**src/rtl/decade_chain_ctrl.sv**
```systemverilog
// Decade-chain event counter controller.
// NDIG cascaded BCD digits (digit 0 least significant) count tick events in RUN.
// Each increment is compared against a BCD target that is latched at start.
// In one-shot mode the chain halts in DONE at the target.
// In auto-reload mode the chain restarts from zero and keeps running.
//
// state   | meaning
// --------+------------------------------------------------------------
// IDLE 00 | chain cleared, waiting for start
// RUN  01 | counting ticks, matching against latched target
// PAUSE 10| counting suspended, digits and latched config held
// DONE 11 | one-shot target reached, digits hold the target value
module decade_chain_ctrl #(
  parameter int NDIG = 2
) (
  input  logic              clk,
  input  logic              rst,
  input  logic              start,
  input  logic              stop,
  input  logic              clear,
  input  logic              tick,
  input  logic              reload,
  input  logic [4*NDIG-1:0] target,
  output logic [4*NDIG-1:0] digits,
  output logic [1:0]        state,
  output logic              busy,
  output logic              done,
  output logic              wrap,
  output logic              cfg_err
);

  localparam int W = 4 * NDIG;

  typedef enum logic [1:0] {
    S_IDLE  = 2'b00,
    S_RUN   = 2'b01,
    S_PAUSE = 2'b10,
    S_DONE  = 2'b11
  } state_t;

  state_t         state_q, state_d;
  logic [W-1:0]   digits_q, digits_d;
  logic [W-1:0]   target_q, target_d;
  logic           reload_q, reload_d;
  logic           cfg_err_q, cfg_err_d;
  logic           done_q, done_d;
  logic           wrap_q, wrap_d;

  logic [W-1:0]   inc_val;
  logic           inc_carry;
  logic           inc_all9;
  logic           target_bad;
  logic           match;

  // Ripple-carry BCD increment: a digit advances only when every lower digit is 9.
  always_comb begin
    inc_val   = digits_q;
    inc_carry = 1'b1;
    for (int i = 0; i < NDIG; i++) begin
      if (inc_carry) begin
        if (digits_q[4*i +: 4] == 4'd9) begin
          inc_val[4*i +: 4] = 4'd0;
        end else begin
          inc_val[4*i +: 4] = digits_q[4*i +: 4] + 4'd1;
          inc_carry         = 1'b0;
        end
      end
    end
    // Carry out of the top digit means the chain was all 9s and rolled to zero.
    inc_all9 = inc_carry;
  end

  // Flag an incoming target with any non-BCD nibble; latched alongside the target.
  always_comb begin
    target_bad = 1'b0;
    for (int i = 0; i < NDIG; i++) begin
      if (target[4*i +: 4] > 4'd9) begin
        target_bad = 1'b1;
      end
    end
  end

  // Match is judged on the incremented value; a malformed target can never match.
  always_comb begin
    match = !cfg_err_q && (inc_val == target_q);
  end

  // State and data register with synchronous reset.
  always_ff @(posedge clk) begin
    if (rst) begin
      state_q   <= S_IDLE;
      digits_q  <= '0;
      target_q  <= '0;
      reload_q  <= 1'b0;
      cfg_err_q <= 1'b0;
      done_q    <= 1'b0;
      wrap_q    <= 1'b0;
    end else begin
      state_q   <= state_d;
      digits_q  <= digits_d;
      target_q  <= target_d;
      reload_q  <= reload_d;
      cfg_err_q <= cfg_err_d;
      done_q    <= done_d;
      wrap_q    <= wrap_d;
    end
  end

  // Next-state and datapath: command priority is clear > stop > start > tick.
  always_comb begin
    state_d   = state_q;
    digits_d  = digits_q;
    target_d  = target_q;
    reload_d  = reload_q;
    cfg_err_d = cfg_err_q;
    done_d    = 1'b0;
    wrap_d    = 1'b0;

    if (clear) begin
      state_d  = S_IDLE;
      digits_d = '0;
    end else if (stop) begin
      // stop wins over start/tick even where it has no effect of its own.
      if (state_q == S_RUN) begin
        state_d = S_PAUSE;
      end
    end else if (start) begin
      unique case (state_q)
        S_IDLE, S_DONE: begin
          target_d  = target;
          reload_d  = reload;
          cfg_err_d = target_bad;
          digits_d  = '0;
          state_d   = S_RUN;
        end
        S_PAUSE: begin
          // Resume keeps the configuration captured at the original start.
          state_d = S_RUN;
        end
        default: begin
        end
      endcase
    end else if (tick && (state_q == S_RUN)) begin
      if (match) begin
        done_d = 1'b1;
        if (reload_q) begin
          digits_d = '0;
        end else begin
          digits_d = inc_val;
          state_d  = S_DONE;
        end
      end else begin
        // A rollover that is itself a match reports done instead of wrap.
        digits_d = inc_val;
        wrap_d   = inc_all9;
      end
    end
  end

  // Outputs are taken straight from registers.
  always_comb begin
    digits  = digits_q;
    state   = state_q;
    busy    = (state_q == S_RUN) || (state_q == S_PAUSE);
    done    = done_q;
    wrap    = wrap_q;
    cfg_err = cfg_err_q;
  end

endmodule

```
**config.mk**
```make
export PLATFORM = sky130hd
export DESIGN_NAME = decade_chain_ctrl
export DESIGN_NICKNAME = d
export VERILOG_FILES = /design/src/rtl/decade_chain_ctrl.sv
export SDC_FILE = /design/constraint.sdc
export NUM_CORES = 1
export LEC_CHECK = 0
export BUFFER_PORTS_ARGS = -buffer_cell sky130_fd_sc_hd__buf_4
export CAP_MARGIN = 25
export CORE_UTILIZATION = 30
export DETAILED_ROUTE_END_ITERATION = 8
export HOLD_SLACK_MARGIN = 0.08
export SLEW_MARGIN = 40
export SYNTH_ARGS = -nofsm -noshare
export SYNTH_HDL_FRONTEND = slang
export SYNTH_SLANG_ARGS = --single-unit
```
**constraint.sdc**
```tcl
create_clock -name clk -period 3.2 [get_ports clk]
set_input_delay 0.64 -clock clk [delete_from_list [all_inputs] [get_ports clk]]
set_output_delay 0.64 -clock clk [all_outputs]
set_load 0.03 [all_outputs]
```
# == Word-level counts from Yosys, hierarchy flattened ==
# Index checks and enable logic that the tools add are counted.
# totals
reg_bits,22
in_bits,15
output_inout_bits,14
elab_cells,61
# op_classes
addsub,2
magnitude_cmp,2
n_eq_ne,10
mux,20
n_bitwise,4
n_reduce_logical,16
# ops
operator,count
2-to-1 mux 8 bit,5
2-to-1 mux 2 bit,7
2-to-1 mux 4 bit,3
adder 4 x 1 -> 4 bit (second input constant),2
== test 4 bit (second input constant),2
== test 8 bit,1
> comparator 4 bit (second input constant),2
OR reduction 7 bit,1
nonzero test 3 bit,2
2-to-1 mux 1 bit,5
AND reduction 5 bit,1
OR reduction 5 bit,1
== test 2 bit (second input constant),2
inequality test 2 x 1 -> 1 bit (second input constant),2
NOT 1 bit,4
AND reduction 4 bit,1
OR reduction 2 bit,2
inequality test 3 x 2 -> 1 bit (second input constant),1
inequality test 3 bit (second input constant),1
AND reduction 3 bit,1
OR reduction 3 bit,1
== test 2 x 1 -> 1 bit (second input constant),1
logical AND 1 bit,2
zero test 2 bit,1
other kinds (3),3

# == Longest topological paths before layout ==
# Gate-level depths: netlist of the first run.
# depth
ltp_word,9
depth_mapped,10
mapped_depth_nobuf,9

# == Worst setup path after synthesis of the first run ==
# Ideal clock, no wire load.
# synth_path
kind,register to register
startpoint,register digits_q[0] (netlist: digits[0])
endpoint,register digits_q[7] (netlist: digits[7])
setup_ps,117
arrival_ps,2499
t_required_ps,3083
setup_slack_ps,584
stages_incl_launch_ff,10
n_path_buf,1
path_cell_list,dfxtp_1 ha_1 and3b_1 buf_6 nor3_1 or3b_1 nor4_2 nand4_2 and2_1 a22o_1
# synth_between
elab_chain_len,8
elab_cells_between_ends,11
cone_classes,add/sub: 1; eq/ne: 2; mux: 7; reduce/logical: 1
# synth_lines
element,line_no,source
from (decl),42,"logic [W-1:0] digits_q, digits_d;"
from (signal assigned),100,digits_q <= digits_d;
branches (longest 5 deep; another with adder 4 x 1 -> 4 bit),n/a,
2-to-1 mux 8 bit (*),144,if (match) begin
2-to-1 mux 8 bit (*),143,end else if (tick && (state_q == S_RUN)) begin
2-to-1 mux 8 bit (*),127,end else if (start) begin
# Mark *: on every way between the ends. The select of a mux whose other input is x is not followed.
# A chain may end at the register's enable or synchronous reset.

# == Worst setup path after layout of the first run ==
# Ends and elaborated chain as after synthesis.

==> key figures, run 1 <==
STA
  • Slew at the pin closest to its max-slew limit: 0.381 ns
  • Final critical path time including I/O delays and setup: between 2 and 3 ns
  • Clock skew after layout: ~0.0013 ns
  • Worst Setup Slack, final: slightly below 0.6 ns
  • Final-layout setup total negative slack: 0 ns
  • Headroom to the max-slew limit: 74.6%
  • Number of pins with negative max-slew slack in the final report: 0
  • Unrepaired setup endpoints after global routing: no
  • Period utilization: around 82%
  • Number of hold violations in the final report: 0
  • Upper clock frequency limit: about 380 MHz
  • Final setup violation count: 0

GRT
  • Maximum number of pins on one net before global-route repair: 14
  • Overall track demand over capacity in global routing: about 14%
  • First-pass GRT wire length: 4.83 mm
  • Vias in the first global route: a little over 1000
  • Number of antenna violations at the first check in global routing: 0
  • GR Overflow Total: 0

Final layout
  • Number of antenna cells inserted: 0
  • Ratio of cells with drive above 1 in the final layout: between 20% and 30%
  • Layout Cells excl Fill: 234
  • Net count reported at finish: slightly above 200
  • Layout area overhead: 25.5%
  • Leading cell types in the layout, fill and taps excluded: sky130_fd_sc_hd__nand2_1 (30), sky130_fd_sc_hd__buf_4 (30), sky130_fd_sc_hd__dfxtp_1 (22)
  • Fill count: between 400 and 500
  • Final cell area excluding filler cells: approximately 0.0016 mm^2

Floorplan
  • Number of primary I/O pins: 29
  • Number of rows in the core area: 23
  • Die Height: slightly below 70 um
  • Die Width: between 60 and 70 um
  • Die area: around 0.0045 mm^2
  • Initial core utilization: roughly a third
  • Area of the core: 0.00403 mm^2

Route
  • Number of vias in the routed layout: around 1200
  • Iteration-0 DRC count of the detailed router: 49
  • Final antenna-violating net count: 0
  • Post-route DRC: 0
  • Detailed route wirelength on metal3: 112 um
  • Via/cell ratio: ~5.1
  • Highest routed metal layer: met4
  • Detailed-routing iteration count for the pre-antenna-repair pass: 4
  • Routed met1 length: 1.46 mm
  • Routed WL per cell: 12.3 um
  • Wire length reported by the detailed router: between 2 and 3 mm
  • Met2 Wirelength: around 1.3 mm

Clocking
  • CTS H-Tree Depth: 1
  • Count of buffers added by post-CTS timing repair for setup: 0
  • Clock tree from TritonCTS: built
  • Clock buffer depth: 2
  • Clock-pin slew on the worst setup and hold paths: roughly 0.080 ns
  • CTS Buf Count: 3
  • Later-pin clock latency in the skew report: approximately 0.26 ns
  • # clock sinks: 22
  • CTS Hold Buffers Added: 0
  • Root buf cell: sky130_fd_sc_hd__clkbuf_8
  • PostCTS Resize Cnt: 0

Place
  • Final weighted congestion of routability-driven global placement: roughly 0.8
  • Area post-placement: 0.00153 mm^2
  • Port Buffers: 28
  • Pre-CTS WS: between 0.6 and 0.7 ns
  • DPL Wire Length: between 2 and 2.5 mm
  • Placed Cells: 230

Synth
  • Seq cells post-synth: 22
  • Library cells used by synthesis: 48
  • EDFF count, synth: 0
  • Async set-reset flop share out of synthesis: 0%
  • Avg Synthesized Cell Area: 8.18 um^2
  • Cell area after synthesis: around 0.0013 mm^2
  • Fraction of the yosys area taken by sequential cells: 34.5%
  • Nets in the synthesized netlist: between 150 and 200
  • Post-Syn Instances: 156
  • Warnings from Yosys: 0
  • Most used flip-flop cell after synthesis: sky130_fd_sc_hd__dfxtp_1

Hold path
  • Number of stages on the worst hold path: 2
  • Min-Delay Endpoint: target_q[5]
  • Launch point of the worst hold path: target_q[5]
  • Worst hold path type: register to register

Critical path
  • Reg2Reg Setup Slack: between 0.5 and 0.6 ns
  • Signal arrival time at the worst endpoint: roughly 2.8 ns
  • Startpoint type of the worst setup path: register
  • Crit-path max FO: 8
  • RR Startpoint: digits[0]
  • FF-to-FF path depth: 8
  • Kind of end point of the critical path: register
  • Critical path start-end classification: register to register
  • Capture point of the worst reg-to-reg path: digits[7]
  • Required time at the endpoint of the critical path: between 3 and 4 ns

Pwr
  • VDD IR max: between 0.2 and 0.25 mV
  • Cell Pwr Density: ~370 mW/mm^2
  • Leak Pwr: between 0.0006 and 0.0007 uW

Flow run
  • Max-cap viol count: 0

Outcome
  • Status: finished clean
[critical path, stage by stage, from the launching register on]
cell and delay, ns:
sky130_fd_sc_hd__dfxtp_1 0.49, sky130_fd_sc_hd__ha_1 0.32, sky130_fd_sc_hd__nand3b_4 0.14, sky130_fd_sc_hd__o21a_1 0.24, sky130_fd_sc_hd__or3_1 0.37, sky130_fd_sc_hd__a221oi_2 0.30, sky130_fd_sc_hd__nand4_2 0.19, sky130_fd_sc_hd__and2_1 0.23
sky130_fd_sc_hd__a22o_1 0.23
[worst max path at each step]
stage | startpoint | to | slack (ns)
2_1_floorplan | digits[0] | digits[7] | 0.58
3_3_place_gp | digits[0] | state[1] | 0.64
3_5_place_dp | digits[0] | digits[7] | 0.61
4_1_cts | digits[0] | digits[7] | 0.58
5_1_grt | digits[0] | state[0] | 0.38
6_report | digits[0] | digits[7] | 0.58
[sequential cells by signal, summed over array words and instances, names as in the netlist]
name and count:
state 2, cfg_err 1, wrap 1, digits 8, target_q 8, done 1
reload_q 1
[area by class of cell]
class / instances / area [um^2] / share of cell area, %
Tap cell: 50 / 62.6 / 3.91
Sequential cell: 22 / 440 / 27.5
Clock inverter: 1 / 30.0 / 1.87
Timing Repair Buffer: 30 / 225 / 14.1
Inverter: 4 / 15.0 / 0.937
Multi-Input combinational cell: 124 / 787 / 49.1
Clock buffer: 3 / 41.3 / 2.58
[power breakdown]
part	switching [uW]	leakage, uW	total, uW	internal, uW
sequential	4.50	0.000178	283	279
clock	93.0	0.0000357	260	167
combinational	28.3	0.000461	54.5	26.2
total	126	0.000675	598	472
[Yosys cell counts, drive strengths merged, types with 2 or more instances]
cell | count | area (um^2)
nor2b | 2 | 12.5
clkbuf | 4 | 15.0
nand3 | 3 | 15.0
xor2 | 2 | 17.5
ha | 6 | 75.1
and2 | 4 | 25.0
nand3b | 2 | 27.5
dfxtp | 22 | 440
o21ai | 9 | 48.8
nor2 | 9 | 33.8
nand2 | 30 | 113
a21oi | 16 | 80.1
nor4b | 3 | 26.3
o211ai | 2 | 15.0
nand4 | 2 | 18.8
o21a | 2 | 15.0
nor3b | 2 | 15.0
inv | 4 | 15.0
xnor2 | 2 | 17.5
a22o | 3 | 26.3
nor3 | 2 | 10.0
or3 | 3 | 18.8
buf | 2 | 18.8
a221oi | 2 | 23.8
[cells by family after synthesis]
logic type	synth area share [%]
simple gates	31.0
buf+inv	3.82
xor+xnor	2.75
compound gates	21.3
flops	34.5
mux	0.784
fa+ha+maj	5.88
[per-stage QoR]
stage	hold WS (ns)	power (uW)	util, %
floorplan	0.441	319	-
global placement	0.452	343	38.0
detailed placement	0.461	344	38.0
CTS	0.473	607	39.8
global route	0.500	625	39.8
finish	0.472	598	39.8
[metal layers]
layer / global-route usage, % / up-vias
met2: 20.8 / 23
met4: 6.38 / 0
met5: 0 / -
met3: 1.52 / 2
li1: - / 612
met1: 20.2 / 549
Note: power is estimated with default switching activity, not from simulation.
==> run 2, diff against run 1 <==
==> constraint.sdc (replaced) <==
create_clock -name clk -period 2.4 [get_ports clk]
set_input_delay 0.48 -clock clk [delete_from_list [all_inputs] [get_ports clk]]
set_output_delay 0.48 -clock clk [all_outputs]
set_load 0.03 [all_outputs]
==> run 2 against run 1 <==
Compared with the run above:
- first-iteration DRC count grew 33%
- count of clock-buffer cells in the layout unchanged
- clock power up 36%
- setup slack got worse by 0.51 ns
- flip-flop and latch count unchanged
- via count is 3.5% higher
- sequential power increased by 33%
- total power up 35%
- sequential share of layout area shrank 1.4 points
- largest power group unchanged
==> key figures, run 2 (synthesized netlist as in run 1, its figures left out) <==
Clocking
  • Clock-pin slew on the worst setup and hold paths: 0.09 ns (about the same)
  • CTS H-Tree Depth: 1 (unchanged)
  • Root buf cell: sky130_fd_sc_hd__clkbuf_8
  • Later-pin clock latency in the skew report: 0.27 ns (about the same)
  • # clock sinks: 22 (unchanged)
  • CTS Buf Count: 3 (unchanged)
  • Clock buffer depth: 2 (unchanged)
  • Clock tree from TritonCTS: built

Pwr
  • Cell Pwr Density: 468 mW/mm^2 (+26%)
  • VDD IR max: 0.223 mV (+4.3%)
  • Leak Pwr: 0.000757 uW (+12%)

Floorplan
  • Area of the core: 0.00403 mm^2 (unchanged)
  • Number of rows in the core area: 23 (unchanged)
  • Die Width: 67.2 um (unchanged)
  • Number of primary I/O pins: 29 (unchanged)
  • Die Height: 67.2 um (unchanged)
  • Initial core utilization: 31.7% (unchanged)
  • Die area: 0.00452 mm^2 (unchanged)

Route
  • Number of vias in the routed layout: 1228 (+3.5%)
  • Detailed-routing iteration count for the pre-antenna-repair pass: 4 (unchanged)
  • Via/cell ratio: 5.01 (-1.1%)
  • Wire length reported by the detailed router: 3.04 mm (+5.3%)
  • Post-route DRC: 0 (unchanged)
  • Iteration-0 DRC count of the detailed router: 65 (+33%)
  • Final antenna-violating net count: 0 (unchanged)
  • Routed WL per cell: 12.4 um (+0.60%)

Critical path
  • Kind of end point of the critical path: register
  • Critical path start-end classification: register to register
  • Top delay family on crit path: simple AND/OR/NAND/NOR gates
  • CP Cell Sequence: inv_1 -> ha_4 -> nand3b_4 -> o21a_1 -> or3_1 -> a221oi_2 -> nand3_1 -> or3_1 -> a21oi_1
  • Crit-path max FO: 7 (-1)
  • Required time at the endpoint of the critical path: 2.60 ns (-0.76 ns)
  • Slowest library cell on the worst path: sky130_fd_sc_hd__or3_1
  • CP bufs+invs: 1 (+1)
  • Cell type with the highest occurrence count on the critical path: sky130_fd_sc_hd__or3_1
  • Critical path's largest stage delay: 0.37 ns (-0.12 ns)
  • Startpoint type of the worst setup path: register
  • Signal arrival time at the worst endpoint: 2.53 ns (-0.25 ns)

GRT
  • Vias in the first global route: 1111 (+6.9%)
  • GR Overflow Total: 0 (unchanged)
  • Maximum number of pins on one net before global-route repair: 14 (unchanged)
  • Number of antenna violations at the first check in global routing: 0 (unchanged)
  • First-pass GRT wire length: 5.06 mm (+4.8%)
  • Overall track demand over capacity in global routing: 14.7% (+0.70 points)

Final layout
  • Layout Cells excl Fill: 245 (+4.7%)
  • Total area of multi-input combinational cells: 812 um^2 (+3.2%)
  • Leading cell types in the layout, fill and taps excluded: sky130_fd_sc_hd__buf_4 (41), sky130_fd_sc_hd__nand2_1 (30), sky130_fd_sc_hd__dfxtp_1 (19)
  • Ratio of cells with drive above 1 in the final layout: 30.3% (+7.4 points)
  • Number of antenna cells inserted: 0 (unchanged)
  • Storage cell area: 449 um^2 (+2.0%)
  • Most common library cell in the layout ignoring fill and taps: sky130_fd_sc_hd__buf_4
  • Utilization after layout: 42.6% (+2.9 points)
  • Net count reported at finish: 217 (+5.3%)
  • Fill count: 419 (-5.0%)
  • Layout area overhead: 34.6%

Place
  • Pre-CTS WS: 0.0521 ns (-0.561 ns)
  • Placed Cells: 239 (+3.9%)
  • Final weighted congestion of routability-driven global placement: 0.765 (-4.0%)
  • Port Buffers: 28 (unchanged)
  • DPL Wire Length: 2.26 mm (+3.1%)

STA
  • Slew at the pin closest to its max-slew limit: 0.436 ns (+0.0550 ns)
  • Period utilization: 97.1% (+15 points)
  • Final critical path time including I/O delays and setup: 2.33 ns (-0.286 ns)
  • Number of pins with negative max-slew slack in the final report: 0 (unchanged)
  • Final-layout setup total negative slack: 0 ns (unchanged)
  • Upper clock frequency limit: 429 MHz (+12%)
  • Clock skew after layout: 0.00310 ns (+0.00180 ns)
  • Worst Setup Slack, final: 0.0685 ns (-0.514 ns)
  • Final setup violation count: 0 (unchanged)
  • Headroom to the max-slew limit: 71.0% (-3.6 points)
  • Number of hold violations in the final report: 0 (unchanged)

Hold path
  • Worst hold path type: primary input to register

Flow run
  • Max-cap viol count: 0 (unchanged)

Outcome
  • Status: finished clean
## run 2: repair_timing
action                     CTS  global route
setup buffers                0             2
gates resized for setup      0             4
setup endpoints to repair    0             9
hold buffers                 0             0
## run 2: worst register-to-register path, cell delays in order (launching register included)
cell                       delay, ns
sky130_fd_sc_hd__dfxtp_4        0.35
sky130_fd_sc_hd__inv_1          0.08
sky130_fd_sc_hd__ha_4           0.17
sky130_fd_sc_hd__nand3b_4       0.12
sky130_fd_sc_hd__o21a_1         0.23
sky130_fd_sc_hd__or3_1          0.36
sky130_fd_sc_hd__a221oi_2       0.29
sky130_fd_sc_hd__nand3_1        0.14
sky130_fd_sc_hd__or3_1          0.37
sky130_fd_sc_hd__a21oi_1        0.15
## run 2: final timing paths
check              startpoint          end  slack [ns]  cells after the start
setup / recovery    digits[1]     state[0]        0.07                      9
hold / removal      target[4]  target_q[4]        0.45                      3
setup reg to reg    digits[1]     state[0]        0.07                      9
hold reg to reg   target_q[7]  target_q[7]        0.47                      2
## run 2: final cells by class
class | instances | share of cell area (%)
Tap cell | 50 | 3.64
Sequential cell | 22 | 26.1
Clock buffer | 3 | 2.40
Inverter | 4 | 0.874
Multi-Input combinational cell | 124 | 47.3
Clock inverter | 1 | 1.75
Timing Repair Buffer | 41 | 17.9
## run 2: power breakdown
group	internal, uW	switching (uW)
Sequential	369	5.91
Clock	223	130
Combinational	36.8	39.5
## run 2: per-layer routing
metal,vias to the layer above,track usage [%],routed length (um)
li1,638,-,-
met1,552,21.0,1550
met2,33,21.8,1320
met3,5,2.70,123
met4,0,5.59,49
met5,-,0,0
## run 2: per-stage QoR
| step | instance area (um^2) | hold WS (ns) | total power (uW) |
|---|---|---|---|
| after floorplan | 1290 | 0.441 | 423 |
| after global placement | 1610 | 0.455 | 457 |
| after detailed placement | 1610 | 0.460 | 457 |
| after CTS | 1680 | 0.450 | 811 |
| after global routing | 1720 | 0.445 | 839 |
| final | 1720 | 0.454 | 805 |
